File: config.mk
export PLATFORM = sky130hd
export DESIGN_NAME = prio_event_fifo
export DESIGN_NICKNAME = d
export VERILOG_FILES = /design/src/rtl/prio_event_fifo.sv
export SDC_FILE = /design/constraint.sdc
export NUM_CORES = 1
export LEC_CHECK = 0
export ABC_AREA = 1
export CAP_MARGIN = 20
export CORE_MARGIN = 3
export CORE_UTILIZATION = 40
export DETAILED_ROUTE_END_ITERATION = 10
export PLACE_DENSITY = 0.73
export REMOVE_ABC_BUFFERS = 1
export SYNTH_ARGS = -nofsm -noshare
export SYNTH_HDL_FRONTEND = slang
export SYNTH_SLANG_ARGS = --single-unit
File: constraint.sdc
create_clock -name clk -period 2.4 [get_ports clk]
set_clock_uncertainty 0.15 [all_clocks]
set_input_delay 0.72 -clock clk [delete_from_list [all_inputs] [get_ports clk]]
set_output_delay 0.72 -clock clk [all_outputs]
set_load 0.02 [all_outputs]
File: src/rtl/prio_event_fifo.sv
// ---------------------------------------------------------------------------
// prio_event_fifo
//
// Turns the output of an upstream priority encoder into a stream of
// timestamped "events" and queues them in a small show-ahead FIFO.
// An event is a change of the encoded index while the stage is enabled.
// Each event carries the index and the value of a free-running 8-bit
// timestamp.
//
// Ports
//   clk        system clock, all state changes on its rising edge
//   rst        synchronous active-high reset
//   en         stage enable: gates event capture and timestamp counting
//   code_in    encoder output, 0x00-0x0F = index, anything else = none
//   pop        consumer acknowledge, removes the head entry if one exists
//   out_valid  FIFO holds at least one entry
//   out_code   head entry index (0 when empty)
//   out_stamp  head entry timestamp (0 when empty)
//   count      current occupancy, 0..DEPTH
//   overflow   sticky: at least one event was dropped since reset
//   drop_cnt   number of dropped events, saturating at 0xF
// ---------------------------------------------------------------------------
module prio_event_fifo #(
    parameter int DEPTH = 4
) (
    input  logic       clk,
    input  logic       rst,
    input  logic       en,
    input  logic [7:0] code_in,
    input  logic       pop,
    output logic       out_valid,
    output logic [3:0] out_code,
    output logic [7:0] out_stamp,
    output logic [2:0] count,
    output logic       overflow,
    output logic [3:0] drop_cnt
);

    localparam int PTR_W = (DEPTH > 1) ? $clog2(DEPTH) : 1;

    logic [3:0]       mem_code  [DEPTH];
    logic [7:0]       mem_stamp [DEPTH];
    logic [PTR_W-1:0] rd_ptr;
    logic [PTR_W-1:0] wr_ptr;
    logic [7:0]       prev_code;
    logic [7:0]       tstamp;

    logic code_valid;
    logic evt_hit;
    logic empty;
    logic full;
    logic do_pop;
    logic do_push;
    logic do_drop;

    // Pointers wrap modulo DEPTH, so non-power-of-two depths also work.
    function automatic logic [PTR_W-1:0] ptr_inc(input logic [PTR_W-1:0] p);
        return (p == PTR_W'(DEPTH - 1)) ? '0 : p + PTR_W'(1);
    endfunction

    // Event detection and push/pop/drop decisions.
    // When full, a same-edge pop frees the slot the new event lands in
    // (wr_ptr equals rd_ptr), so push and pop can both proceed without a drop.
    always_comb begin
        code_valid = (code_in[7:4] == 4'h0);
        evt_hit    = en && code_valid && (code_in != prev_code);
        empty      = (count == 3'd0);
        full       = (count == 3'(DEPTH));
        do_pop     = pop && !empty;
        do_push    = evt_hit && (!full || do_pop);
        do_drop    = evt_hit && full && !do_pop;
    end

    // Edge detector, timestamp, FIFO storage and drop bookkeeping.
    // prev_code tracks raw code_in (including "none" values), which is what
    // makes none-then-same-index count as a fresh event.
    always_ff @(posedge clk) begin
        if (rst) begin
            prev_code <= 8'hF0;
            tstamp    <= 8'h00;
            rd_ptr    <= '0;
            wr_ptr    <= '0;
            count     <= 3'd0;
            overflow  <= 1'b0;
            drop_cnt  <= 4'h0;
            for (int i = 0; i < DEPTH; i++) begin
                mem_code[i]  <= 4'h0;
                mem_stamp[i] <= 8'h00;
            end
        end else begin
            if (en) begin
                prev_code <= code_in;
                tstamp    <= tstamp + 8'd1;
            end

            if (do_push) begin
                mem_code[wr_ptr]  <= code_in[3:0];
                mem_stamp[wr_ptr] <= tstamp;
                wr_ptr            <= ptr_inc(wr_ptr);
            end

            if (do_pop) begin
                rd_ptr <= ptr_inc(rd_ptr);
            end

            case ({do_push, do_pop})
                2'b10:   count <= count + 3'd1;
                2'b01:   count <= count - 3'd1;
                default: count <= count;
            endcase

            if (do_drop) begin
                overflow <= 1'b1;
                if (drop_cnt != 4'hF) begin
                    drop_cnt <= drop_cnt + 4'd1;
                end
            end
        end
    end

    // Show-ahead head presentation; forced to zero when empty so stale
    // storage never leaks onto the outputs.
    always_comb begin
        out_valid = !empty;
        out_code  = empty ? 4'h0  : mem_code[rd_ptr];
        out_stamp = empty ? 8'h00 : mem_stamp[rd_ptr];
    end

endmodule

==> results of run 1 <==
critical path, stage by stage, from the launching register on:
cell        delay, ps
dfxtp_2           360
clkinvlp_4        170
clkbuf_16         210
nor2_2            100
o21ai_1            60
a21oi_1           150
buf_4             160
power by group through the flow:
stage               sequential, mW  clock [mW]  combinational [mW]
floorplan                     1.65           0               0.676
global placement              1.59           0                1.49
detailed placement            1.59           0                1.52
CTS                           1.57        1.06                1.47
global route                  1.58        1.13                1.81
finish                        1.57        1.05                1.67
placed cells by master, fill, tap and decap left out, types with 6 or more instances in the layout:
master and n:
inv_1 31, dfxtp_1 28, o21ai_1 8, nand2_1 41, nor2_2 13, edfxtp_1 48, nand3_1 11, nor2_1 93
o21ai_0 26, nand2_2 8, clkdlybuf4s50_1 10, buf_4 46, clkbuf_8 9, nor3_1 6, a21oi_1 26
kinds of logic after synthesis:
| family | Yosys count | synth area share |
|---|---|---|
| xor+xnor | 5 | 0.0124 |
| flops | 78 | 0.579 |
| buf+inv | 53 | 0.0624 |
| simple gates | 186 | 0.223 |
| compound gates | 71 | 0.104 |
| fa+ha+maj | 5 | 0.0199 |
cell type report:
| class | count | area [sq um] | share of cell area |
|---|---|---|---|
| multi-input combinational | 267 | 1390 | 0.295 |
| sequential | 78 | 2050 | 0.436 |
| tap | 105 | 131 | 0.0280 |
| timing repair buffer | 79 | 777 | 0.166 |
| clock inverter | 7 | 88.8 | 0.0189 |
| inverter | 36 | 139 | 0.0296 |
| clock buffer | 9 | 124 | 0.0264 |
registers in the layout, summed over array words and instances (netlist names), named ones only:
register,flops
rd_ptr,2
count,3
mem_code,16
prev_code,8
overflow,1
mem_stamp,32
wr_ptr,2
drop_cnt,4
tstamp,8
worst max path at each step:
stage	startpoint	slack, ps	end
final	flop	-40	out_stamp[7]
after global routing	flop	-110	out_stamp[3]
after floorplan	code_in[5]	9	mem_code[2][0]
after CTS	flop	4	out_stamp[4]
after detailed placement	code_in[2]	-460	count[2]
after global placement	code_in[2]	-400	count[2]
metal layers:
metal  vias to the layer above  routed length, um  track usage
met5                         -                  0            0
met4                         0                237       0.0861
met3                        19                420       0.0299
met2                        88               4130        0.300
met1                      1354               3330        0.201
li1                       1460                  -            -
per-stage QoR:
step	setup TNS [ps]	total power, mW	util
floorplan	0	2.33	-
global placement	-27650	3.08	0.507
detailed placement	-33330	3.11	0.507
CTS	0	4.09	0.537
global route	-919	4.53	0.560
finish	-105	4.29	0.560
timing repair:
action | CTS | global route
setup buffers | 3 | 2
endpoints found under the setup margin | 38 | 91
resized for setup | 70 | 64
gates cloned | 1 | 2
pin swaps | 3 | 21
==> results.toml, run 1 <==
[clocking]
cts_tree = "yes"
path_clk_slew_ps = 80
numCtsBuffers = 9
clock-sinks = 78
cts_root_buffer = "clkbuf_8"
cts_hold_buf = 0
htree_levels = 3
ctsLongestPathBuffers = 2
insertion_delay_ps = 350

[yosys]
synth_top_area_share = 0.409
ys_ff_latch = 78
synth_edf_count = 48
synth_top_area_cell = "edfxtp_1"
synthTopCellsByCount = "nor2_1, edfxtp_1, nand2_1"
postSynthAreaPerCell_sq_um = 8.87
synth-seq-area-share = 0.579
ys_top_cells_by_area = "edfxtp_1, dfxtp_1, nor2_1"
ys_types = 31
synthArstFlopShare = 0
synth_cells = 398
synth_ff_type = "edfxtp_1"
synth_most_common_cell = "nor2_1"
syn-cell-area_sq_um = 3530
yosysWarnings = 0

[power]
p_clk_frac = 0.244
seq_power_share = 0.367
swShare = 0.343
switching_power_mw = 1.47
power_frac_comb = 0.389
p_int_mw = 2.82
powerDensity_nw_per_um2 = 914
leakagePower_nw = 1.93
ir_drop_v = 0.000747

[timing]
fin_ws_ps = -35.2
relSlewSlack = 0.801
rsz0062_at_grt = "yes"
fmax_mhz = 411
hold_viol_final = 0
min_period_ps = 2440
drv_slew = 0
hold-worst-slack_ps = 328
period_share = 1.01
worstMarginPinSlew_ps = 297
setup_viol_count_final = 7

[worst_setup_path]
start_kind = "flop"
critPathMaxFanout = 5
cp_data_required_time_ps = 1530
rr_startpoint = "count[0]"
path_class = "flop to output port"
r2r_cells = 12
worstPathArrival_ps = 1570
critPathCaptureType = "output port"
regToRegSetupSlack_ps = 400
timing.rr.end = "mem_stamp[3][4]"

[final_layout]
fill_cells = 731
num-nets-final = 488
design_area_sq_um = 4690
final_cells = 581
drive_gt1_frac = 0.254
areaGrowthSynthToFinish_pct = 33.0
num_antenna_cells = 0

[floorplanning]
core-area_sq_um = 8380
start_util = 0.421
rows = 33
die_w_um = 99.9
dieArea_sq_um = 9980
io_pins = 33
die_y_um = 99.9

[status]
outcome = "finished, violations left"
violations = "negative setup slack"

[drt]
routedWlPerCell_um = 14.0
drtIter0Drc = 182
drt-total-wl_mm = 8.12
drc = 0
first_pass_iters = 4
ant_nets = 0
viasPerCell = 5.03
vias = 2921

[job]
cap_violations = 0

[place]
io_buffers = 32
hpwl_mm = 5.25
placed_cell_area_sq_um = 4250
place_congestion = 0.794
pre_cts_ws_ps = -462
placedCellCount = 557

[grt]
overflow = 0
grt_pass1_vias = 2941
grt_pass1_wl_mm = 13.3
grt_max_degree = 21
grtUsageTotal = 0.171
antenna_found_initial = 0

[hold_path]
hp-start = "overflow"
min_path_type = "flop to flop"
min_to = "overflow"
whs_path_depth = 1
Note: power is estimated with default switching activity, not from simulation.
==> inputs of run 2 (changes only) <==
--- a/config.mk
+++ b/config.mk
@@ -12,6 +12,7 @@
 export DETAILED_ROUTE_END_ITERATION = 10
 export PLACE_DENSITY = 0.73
 export REMOVE_ABC_BUFFERS = 1
+export SKIP_CTS_REPAIR_TIMING = 1
 export SYNTH_ARGS = -nofsm -noshare
 export SYNTH_HDL_FRONTEND = slang
 export SYNTH_SLANG_ARGS = --single-unit
==> results.toml, run 2 (synthesis results as in run 1) <==
[worst_setup_path]
critPathSlowestCell = "dfxtp_2"
worstPathArrival_ps = 1520
start_kind = "flop"
critPathMaxFanout = 6
cp_cell_sequence = "clkinvlp_4 -> buf_6 -> buf_6 -> nor2_4 -> o21ai_2 -> a21oi_2 -> buf_4"
path_common_cell = "buf_6"
r2r_cells = 12
path_class = "flop to output port"
cpPeakStageDelay_ps = 360
cp_data_required_time_ps = 1530
timing.rr.end = "count[2]"
regToRegSetupSlack_ps = 410
critPathCaptureType = "output port"
rr_startpoint = "prev_code[3]"

[hold_path]
min_path_type = "flop to flop"
hp-start = "overflow"
whs_path_depth = 1
min_to = "overflow"

[floorplanning]
io_pins = 33
dieArea_sq_um = 9980
core-area_sq_um = 8380
start_util = 0.421
rows = 33
die_w_um = 99.9
die_y_um = 99.9

[final_layout]
regMostFlops = "mem_stamp"
num_antenna_cells = 0
final_common_cell = "nor2_1"
largest_reg_flops = 32
num-nets-final = 487
layout_common_cells = "nor2_1, edfxtp_1, buf_4"
areaGrowthSynthToFinish_pct = 30.5
reg_top3 = "mem_stamp x32, mem_code x16"
drive_gt1_frac = 0.221
final_util = 0.549
final_cells = 580
fill_cells = 738

[power]
total_power_mw = 4.22
powerDensity_nw_per_um2 = 918
leakagePower_nw = 1.94
ir_drop_v = 0.000774

[clocking]
insertion_delay_ps = 340
clock-sinks = 78
cts_root_buffer = "clkbuf_8"
htree_levels = 3
numCtsBuffers = 9
ctsLongestPathBuffers = 2
path_clk_slew_ps = 80
cts_tree = "yes"

[timing]
tns_ps = 0
hold_viol_final = 0
min_period_ps = 2390
setup_viol_count_final = 0
drv_slew = 0
relSlewSlack = 0.810
fmax_mhz = 418
rsz0062_at_grt = "yes"
period_share = 0.997
fin_ws_ps = 8.14
worstMarginPinSlew_ps = 283

[place]
io_buffers = 32
placedCellCount = 557
pre_cts_ws_ps = -462
hpwl_mm = 5.25
place_congestion = 0.794

[grt]
overflow = 0
busiest_layer = "met2"
grt_pass1_wl_mm = 12.8
grt_max_degree = 21
met2_usage = 0.282
grt_pass1_vias = 2856
grtUsageTotal = 0.165
antenna_found_initial = 0
use_met3 = 0.0299
use_met1 = 0.200

[drt]
routedWlPerCell_um = 13.5
drtIter0Drc = 166
vias = 2876
first_pass_iters = 4
ant_nets = 0
drc = 0
drt-total-wl_mm = 7.81
viasPerCell = 4.96

[status]
outcome = "finished clean"

[job]
cap_violations = 0
run 2: changes by cell type in the layout (fill, tap and decap cells not counted), sizes merged:
cell          previous run  this run
dlygate4sd2              5         0
dlymetal6s2s             5        10
buf                     58        57
run 2: routing by layer:
metal | wire length [um] | share of wire | vias to the layer above
met1 | 3410 | 0.44 | 1324
met2 | 3940 | 0.50 | 90
li1 | - | - | 1452
met4 | 138 | 0.018 | 0
met3 | 328 | 0.042 | 10
met5 | 0 | 0 | -
run 2: cell type report:
| cell class | count | area [sq um] | area share |
|---|---|---|---|
| Sequential cell | 78 | 2050 | 0.445 |
| Multi-Input combinational cell | 267 | 1320 | 0.288 |
| Timing Repair Buffer | 78 | 749 | 0.163 |
| Inverter | 36 | 139 | 0.0302 |
| Tap cell | 105 | 131 | 0.0285 |
| Clock buffer | 9 | 124 | 0.0269 |
| Clock inverter | 7 | 88.8 | 0.0193 |
run 2: how the worst max path moves through the flow:
stage / startpoint / end / slack (ps)
2_1_floorplan: code_in[5] / mem_code[2][0] / 9
3_3_place_gp: code_in[2] / count[2] / -400
3_5_place_dp: code_in[2] / count[2] / -460
4_1_cts: flop / out_stamp[1] / -580
5_1_grt: flop / out_stamp[6] / -120
6_report: flop / out_stamp[1] / 8
run 2: critical path, delay by kind of cell, from the launching register on:
kind | cells | cell delay [ps]
compound gates | 2 | 210
buf+inv | 4 | 540
flops | 1 | 360
simple gates | 1 | 70
run 2: power by group:
group | internal (mW) | leakage (nW) | switching, mW
clock | 0.578 | 0.104 | 0.459
combinational | 0.718 | 1.09 | 0.896
sequential | 1.51 | 0.743 | 0.0595
run 2: stage by stage:
step           area, sq um  hold slack (ps)
2_1_floorplan         3440              300
3_3_place_gp          4250              304
3_5_place_dp          4250              306
4_1_cts               4460              333
5_1_grt               4600              377
6_report              4600              328
